## src/rtl/gem_fiber_in.sv

```systemverilog
// Receive-side deframer for the GEM trigger fiber: acquires A/B frame alignment on the K-code separator,
// reassembles the 56-bit payload, tracks the BC/F7/FB/FD rotation and keeps saturating error counters.
module gem_fiber_in #(
    parameter int LOCK_FRAMES = 8,
    parameter int UNLOCK_ERRS = 4,
    parameter int CNT_WIDTH   = 16
) (
    input  logic                 TRG_CLK80,
    input  logic                 TRG_RST,
    input  logic [31:0]          RX_DATA,
    input  logic [3:0]           RX_ISK,
    input  logic                 RX_READY,
    input  logic                 ERR_CNT_RST,
    output logic [55:0]          GEM_DATA,
    output logic                 GEM_OVERFLOW,
    output logic                 DATA_VALID,
    output logic                 LINK_LOCKED,
    output logic                 IDLE_SEEN,
    output logic [CNT_WIDTH-1:0] FRAME_ERR_CNT,
    output logic [CNT_WIDTH-1:0] SEQ_ERR_CNT,
    output logic [CNT_WIDTH-1:0] UNLOCK_CNT
);

    localparam logic [7:0]  K_BC = 8'hBC;
    localparam logic [7:0]  K_F7 = 8'hF7;
    localparam logic [7:0]  K_FB = 8'hFB;
    localparam logic [7:0]  K_FD = 8'hFD;
    localparam logic [7:0]  K_FC = 8'hFC;
    localparam logic [31:0] IDLE_WORD = 32'h50BC50BC;
    // The acquiring B word already completes one frame, so VERIFY needs LOCK_FRAMES-1 more.
    localparam logic [7:0]  LOCK_LAST   = 8'(LOCK_FRAMES - 2);
    localparam logic [7:0]  UNLOCK_LAST = 8'(UNLOCK_ERRS - 1);

    typedef enum logic [1:0] {ST_HUNT, ST_VERIFY, ST_LOCKED} state_t;

    function automatic logic [7:0] f_succ(input logic [7:0] sep);
        case (sep)
            K_BC:    f_succ = K_F7;
            K_F7:    f_succ = K_FB;
            K_FB:    f_succ = K_FD;
            default: f_succ = K_BC;
        endcase
    endfunction

    function automatic logic [CNT_WIDTH-1:0] f_sat_inc(input logic [CNT_WIDTH-1:0] cnt);
        f_sat_inc = (&cnt) ? cnt : cnt + 1'b1;
    endfunction

    state_t                r_state;
    logic                  r_phase;      // 0 = expecting A word, 1 = expecting B word
    logic [7:0]            r_exp_sep;
    logic [7:0]            r_good_cnt;
    logic [7:0]            r_bad_run;
    logic [31:0]           r_word_a;
    logic                  r_a_ok;
    logic [55:0]           r_gem_data;
    logic                  r_gem_ovf;
    logic                  r_valid;
    logic                  r_idle;
    logic [CNT_WIDTH-1:0]  r_frame_err_cnt;
    logic [CNT_WIDTH-1:0]  r_seq_err_cnt;
    logic [CNT_WIDTH-1:0]  r_unlock_cnt;

    logic [7:0] w_sep;
    logic       w_sep_ok;
    logic       w_is_a;
    logic       w_is_b;
    logic       w_is_idle;
    logic       w_good;
    logic       w_seq_mis;
    logic [7:0] w_exp_adv;

    state_t     w_state_nx;
    logic       w_phase_nx;
    logic [7:0] w_exp_nx;
    logic [7:0] w_good_nx;
    logic [7:0] w_bad_nx;
    logic       w_store_a;
    logic       w_deliver;
    logic       w_frame_err;
    logic       w_seq_err;
    logic       w_unlock;

    assign w_sep     = RX_DATA[7:0];
    assign w_sep_ok  = (w_sep == K_BC) || (w_sep == K_F7) || (w_sep == K_FB) ||
                       (w_sep == K_FD) || (w_sep == K_FC);
    assign w_is_a    = (RX_ISK == 4'b0000);
    assign w_is_b    = (RX_ISK == 4'b0001) && w_sep_ok;
    assign w_is_idle = (RX_DATA == IDLE_WORD) && (RX_ISK == 4'b0101);
    assign w_good    = r_a_ok && w_is_b;
    // FC stands in for whatever separator was due, so it never counts as a rotation error.
    assign w_seq_mis = (w_sep != K_FC) && (w_sep != r_exp_sep);
    assign w_exp_adv = (w_sep == K_FC) ? f_succ(r_exp_sep) : f_succ(w_sep);

    always_comb begin
        w_state_nx  = r_state;
        w_phase_nx  = ~r_phase;
        w_exp_nx    = r_exp_sep;
        w_good_nx   = r_good_cnt;
        w_bad_nx    = r_bad_run;
        w_store_a   = 1'b0;
        w_deliver   = 1'b0;
        w_frame_err = 1'b0;
        w_seq_err   = 1'b0;
        w_unlock    = 1'b0;
        if (!RX_READY) begin
            w_state_nx = ST_HUNT;
            w_phase_nx = 1'b0;
            w_unlock   = (r_state == ST_LOCKED);
        end else begin
            case (r_state)
                ST_HUNT: begin
                    w_phase_nx = 1'b0;
                    if (w_is_b) begin
                        w_state_nx = ST_VERIFY;
                        w_exp_nx   = w_exp_adv;
                        w_good_nx  = 8'd0;
                    end
                end
                ST_VERIFY: begin
                    if (w_is_idle) begin
                        w_state_nx = ST_HUNT;
                        w_phase_nx = 1'b0;
                    end else if (!r_phase) begin
                        w_store_a = 1'b1;
                    end else if (w_good) begin
                        w_exp_nx = w_exp_adv;
                        if (r_good_cnt == LOCK_LAST) begin
                            w_state_nx = ST_LOCKED;
                            w_bad_nx   = 8'd0;
                        end else begin
                            w_good_nx = r_good_cnt + 8'd1;
                        end
                    end else begin
                        w_state_nx = ST_HUNT;
                        w_phase_nx = 1'b0;
                    end
                end
                ST_LOCKED: begin
                    if (w_is_idle) begin
                        w_state_nx = ST_HUNT;
                        w_phase_nx = 1'b0;
                    end else if (!r_phase) begin
                        w_store_a = 1'b1;
                    end else if (w_good) begin
                        w_deliver = 1'b1;
                        w_exp_nx  = w_exp_adv;
                        w_seq_err = w_seq_mis;
                        w_bad_nx  = 8'd0;
                    end else begin
                        w_frame_err = 1'b1;
                        if (r_bad_run == UNLOCK_LAST) begin
                            w_state_nx = ST_HUNT;
                            w_phase_nx = 1'b0;
                            w_unlock   = 1'b1;
                        end else begin
                            w_bad_nx = r_bad_run + 8'd1;
                        end
                    end
                end
                default: begin
                    w_state_nx = ST_HUNT;
                    w_phase_nx = 1'b0;
                end
            endcase
        end
    end

    always_ff @(posedge TRG_CLK80) begin
        if (TRG_RST) begin
            r_state         <= ST_HUNT;
            r_phase         <= 1'b0;
            r_exp_sep       <= K_BC;
            r_good_cnt      <= 8'd0;
            r_bad_run       <= 8'd0;
            r_word_a        <= 32'd0;
            r_a_ok          <= 1'b0;
            r_gem_data      <= 56'd0;
            r_gem_ovf       <= 1'b0;
            r_valid         <= 1'b0;
            r_idle          <= 1'b0;
            r_frame_err_cnt <= '0;
            r_seq_err_cnt   <= '0;
            r_unlock_cnt    <= '0;
        end else begin
            r_state    <= w_state_nx;
            r_phase    <= w_phase_nx;
            r_exp_sep  <= w_exp_nx;
            r_good_cnt <= w_good_nx;
            r_bad_run  <= w_bad_nx;
            if (w_store_a) begin
                r_word_a <= RX_DATA;
                r_a_ok   <= w_is_a;
            end
            r_valid <= w_deliver;
            if (w_deliver) begin
                r_gem_data <= {r_word_a, RX_DATA[31:8]};
                r_gem_ovf  <= (w_sep == K_FC);
            end
            r_idle <= RX_READY && w_is_idle;
            if (ERR_CNT_RST) begin
                r_frame_err_cnt <= '0;
                r_seq_err_cnt   <= '0;
                r_unlock_cnt    <= '0;
            end else begin
                if (w_frame_err) r_frame_err_cnt <= f_sat_inc(r_frame_err_cnt);
                if (w_seq_err)   r_seq_err_cnt   <= f_sat_inc(r_seq_err_cnt);
                if (w_unlock)    r_unlock_cnt    <= f_sat_inc(r_unlock_cnt);
            end
        end
    end

    assign GEM_DATA      = r_gem_data;
    assign GEM_OVERFLOW  = r_gem_ovf;
    assign DATA_VALID    = r_valid;
    assign LINK_LOCKED   = (r_state == ST_LOCKED);
    assign IDLE_SEEN     = r_idle;
    assign FRAME_ERR_CNT = r_frame_err_cnt;
    assign SEQ_ERR_CNT   = r_seq_err_cnt;
    assign UNLOCK_CNT    = r_unlock_cnt;

endmodule

```

## config.mk

```make
export PLATFORM = sky130hd
export DESIGN_NAME = gem_fiber_in
export DESIGN_NICKNAME = d
export VERILOG_FILES = /design/src/rtl/gem_fiber_in.sv
export SDC_FILE = /design/constraint.sdc
export NUM_CORES = 1
export LEC_CHECK = 0
export ABC_AREA = 1
export ABC_CLOCK_PERIOD_IN_PS = 1600
export CAP_MARGIN = 20
export CORE_MARGIN = 2
export CORE_UTILIZATION = 35
export DETAILED_ROUTE_END_ITERATION = 16
export HOLD_SLACK_MARGIN = 0.03
export MAX_ROUTING_LAYER = met4
export PLACE_DENSITY = 0.63
export SYNTH_ARGS = -nofsm -noshare
export SYNTH_HDL_FRONTEND = slang
export SYNTH_SLANG_ARGS = --single-unit
```

## constraint.sdc

```tcl
create_clock -name TRG_CLK80 -period 1.6 [get_ports TRG_CLK80]
set_input_delay 0.16 -clock TRG_CLK80 [delete_from_list [all_inputs] [get_ports TRG_CLK80]]
set_output_delay 0.16 -clock TRG_CLK80 [all_outputs]
set_load 0.02 [all_outputs]
```

==> results by group <==
Outcome
  • Run status: complete, but fails checks
  • Failing checks: setup timing

Route
  • DRC: 0
  • Iteration-0 DRC Markers: 509
  • Final wirelength: 23.9 mm
  • Routed Antenna Nets: 0
  • Vias: 8030
  • TritonRoute pass-1 iters: 5
  • Vias/cell: 4.85
  • WL/cell: 14.4 um

Yosys
  • Mapped Cells: 1040
  • Most common library cells after synthesis: dfxtp_1 (163), nand2_1 (162), a21oi_1 (126)
  • Post-synth cell types: 40
  • Synth area leader: dfxtp_1
  • Syn nets: 1089
  • Primary FF master, synth: dfxtp_1
  • Leading cell types by total area after synthesis: dfxtp_1 (44%), a21oi_1 (8.5%), nand2_1 (8.2%), o21ai_0 (7.4%), inv_1 (6.1%)
  • Top-area cell type share of the netlist area: 43.7%
  • Synth Cell Area: 0.00746 mm^2
  • Seq cells post-synth: 163
  • Syn_area_per_cell: 7.17 um^2
  • Asr flop ratio synth: 0%
  • Warnings from Yosys: 0
  • EDFF count, synth: 0
  • Top-count cell post-synth: dfxtp_1
  • Sequential element share of the synthesized area: 43.7%

CTS
  • Root buffer cell: clkbuf_16
  • CTS tree: yes
  • Clk_lat worst skew: 430 ps
  • H-tree depth: 4
  • CTS sink cnt: 163
  • Hold buffers post-CTS: 0
  • CTS Buffer Depth: 2
  • Worst-path clk slew: 80 ps
  • Total CTS buffers: 17

Setup path
  • Worst Path Required: 1920 ps
  • CP Depth: 8
  • Reg2reg end: r_word_a[20]
  • Crit-path cells: inv_4 -> ha_4 -> inv_4 -> nor2_4 -> nand3_4 -> clkbuf_16 -> o21ai_1 -> a21oi_2
  • CP max-delay cell: dfxtp_4
  • Reg2reg setup slack: -110 ps
  • Worst EP arrival: 2030 ps
  • Critical path type: reg2reg
  • Most common cell on crit path: inv_4
  • CP Capture Type: flop
  • RR Startpoint: r_state[1]
  • CP top delay family: flip-flops
  • CP peak stage delay: 370 ps
  • Crit start category: flop
  • R2r worst-path depth: 8
  • Max FO, Critical Path: 8
  • Bufs and invs on worst path: 3

Timing
  • Final setup vio count: 86
  • Setup slack after layout: -109 ps
  • RSZ-0062 raised after global routing: yes
  • Worst-Margin Slew: 347 ps
  • Max-slew violation count: 0
  • Clock Skew: 11.4 ps
  • Period minus WS final: 1710 ps
  • Max Freq: 0.585 GHz
  • Final Hold Viols: 0
  • Worst slew margin: 76.9%
  • Final Cycle Share: 107%

Power and ir drop
  • Power share of the clock group: 47.2%
  • Net switching power: 2.18 mW
  • Pint: 6.35 mW
  • Tot Pwr: 8.53 mW
  • Power density cells: 684 mW/mm^2
  • Seq pwr share: 47.5%
  • Pleak: 5.19 nW
  • Worst IR drop on VDD: 0.675 mV
  • Sw frac: 25.5%
  • Combinational power share: 5.3%

Min path
  • Hold Path Origin: RX_DATA[22]
  • Worst hold stages: 3
  • Hold path endpoint: GEM_DATA[14]
  • Min-Delay Path Class: in2reg

Finish
  • Diodes inserted: 0
  • Filler cells: 1837
  • Nets: 1415
  • Area grow syn2layout: 67.1%
  • Layout cells sized above 1: 34.2%
  • Reg area: 0.00331 mm^2
  • Final instance area: 0.0125 mm^2
  • Area occupied by multi-input gates: 0.00443 mm^2

Placed design
  • DP Wirelength: 15.4 mm
  • PortBufs: 147
  • RD Place Congestion: 0.878
  • DP Area: 0.0104 mm^2

GRT
  • Initial antenna violation count: 0
  • Tot GR Track Use: 20.2%
  • Vias in the first global route: 7302
  • GRT Residual Overflow: 0
  • Largest net degree at the start of global routing: 49
  • First-pass GRT wire length: 35.5 mm

Die
  • I/O Pins: 148
  • Core area: 0.0210 mm^2
  • Die Area: 0.0225 mm^2
  • Die width: 150 um
  • Initial core utilization: 35.6%
  • Num rows: 53
  • Die span in y: 150 um

Run
  • Max capacitance violation total: 0
[worst reg2reg max path, cell delays in order, from the launching register on]
cell,delay [ps]
dfxtp_4,370
inv_4,50
ha_4,270
inv_4,40
nor2_4,130
nand3_4,230
clkbuf_16,260
o21ai_1,200
a21oi_2,50
[worst max-delay path by stage]
stage                         to            from
2_1_floorplan    SEQ_ERR_CNT[10]  SEQ_ERR_CNT[1]
3_3_place_gp   FRAME_ERR_CNT[13]      RX_DATA[0]
3_5_place_dp      SEQ_ERR_CNT[7]      RX_DATA[3]
4_1_cts           SEQ_ERR_CNT[7]  SEQ_ERR_CNT[1]
5_1_grt             r_bad_run[5]      r_state[0]
6_report            r_word_a[20]      r_state[1]
[metrics by stage]
step	utilization, %	std cells	hold WS, ps	setup slack (ps)	setup TNS (ps)
floorplan	-	1040	302	-93.5	-981
CTS	55.1	1634	133	-93.1	-823
global placement	49.7	1570	435	-635	-82420
global route	59.5	1654	40.1	-266	-13370
detailed placement	49.7	1570	444	-685	-88250
finish	59.5	1654	28.9	-109	-3610
[power by group through the flow]
stage / Clock, mW / Combinational, mW / Sequential [mW]
floorplan: 0 / 0.132 / 4.14
global placement: 0 / 0.385 / 4.14
detailed placement: 0 / 0.386 / 4.14
CTS: 4.09 / 0.408 / 4.05
global route: 4.26 / 0.488 / 4.05
finish: 4.03 / 0.451 / 4.05
[cells in the final DEF, fill, tap and decap left out, types with 12 or more instances in the layout]
| cell type | n |
|---|---|
| buf_4 | 163 |
| dfxtp_1 | 137 |
| nand2_1 | 134 |
| inv_1 | 103 |
| nor2_1 | 89 |
| a21oi_1 | 83 |
| o21ai_1 | 75 |
| clkdlybuf4s50_1 | 72 |
| dlygate4sd2_1 | 56 |
| nand3_1 | 44 |
| a21oi_2 | 42 |
| nand2_2 | 28 |
| nor3_1 | 26 |
| clkbuf_16 | 22 |
| dfxtp_2 | 21 |
| o21ai_2 | 19 |
| buf_6 | 19 |
| nor2_4 | 17 |
| o21ai_0 | 17 |
| xor2_1 | 16 |
| nor2_2 | 15 |
| nand3_2 | 14 |
| nand4_1 | 13 |
| dlymetal6s2s_1 | 13 |
| inv_2 | 12 |
| nor3_2 | 12 |
[registers in the layout, summed over array words and instances (netlist names)]
register and cells:
GEM_DATA 56, r_word_a 32, FRAME_ERR_CNT 16, SEQ_ERR_CNT 16
UNLOCK_CNT 16, r_bad_run 8, r_good_cnt 8, r_exp_sep 4
r_state 2, DATA_VALID 1, GEM_OVERFLOW 1, IDLE_SEEN 1
r_a_ok 1, r_phase 1
[metal layers]
metal / share of wire, % / vias to the layer above / track usage, %
met5: 0 / - / -
met4: 1.8 / 0 / 6.27
met3: 4.4 / 28 / 3.57
met2: 48 / 196 / 32.0
met1: 45 / 3716 / 26.4
li1: - / 4090 / -
[cells by family (layout without fill, tap and decap cells)]
group	count (synthesis)	count (layout)	share of synthesized area [%]
buf+inv	167	505	9.04
simple gates	425	426	25.4
flops	163	163	43.7
xor+xnor	27	27	3.17
fa+ha+maj	9	9	1.51
compound gates	249	249	17.2
[cell type report]
cell class,instances,share of cell area (%)
Multi-Input combinational cell,711,35.6
Sequential cell,163,26.5
Timing Repair Buffer,349,26.4
Inverter,123,3.96
Clock buffer,17,3.41
Tap cell,275,2.76
Clock inverter,15,1.24
Timing Repair inverter,1,0.130
[what timing repair did]
action                     CTS  global route
hold endpoints to repair     0             0
pin swaps                   34            82
gates resized for setup    182           264
cloned                       4             6
buffers inserted            28            18
setup endpoints to repair  199           177
No activity file was read; power rests on OpenSTA's default activity.
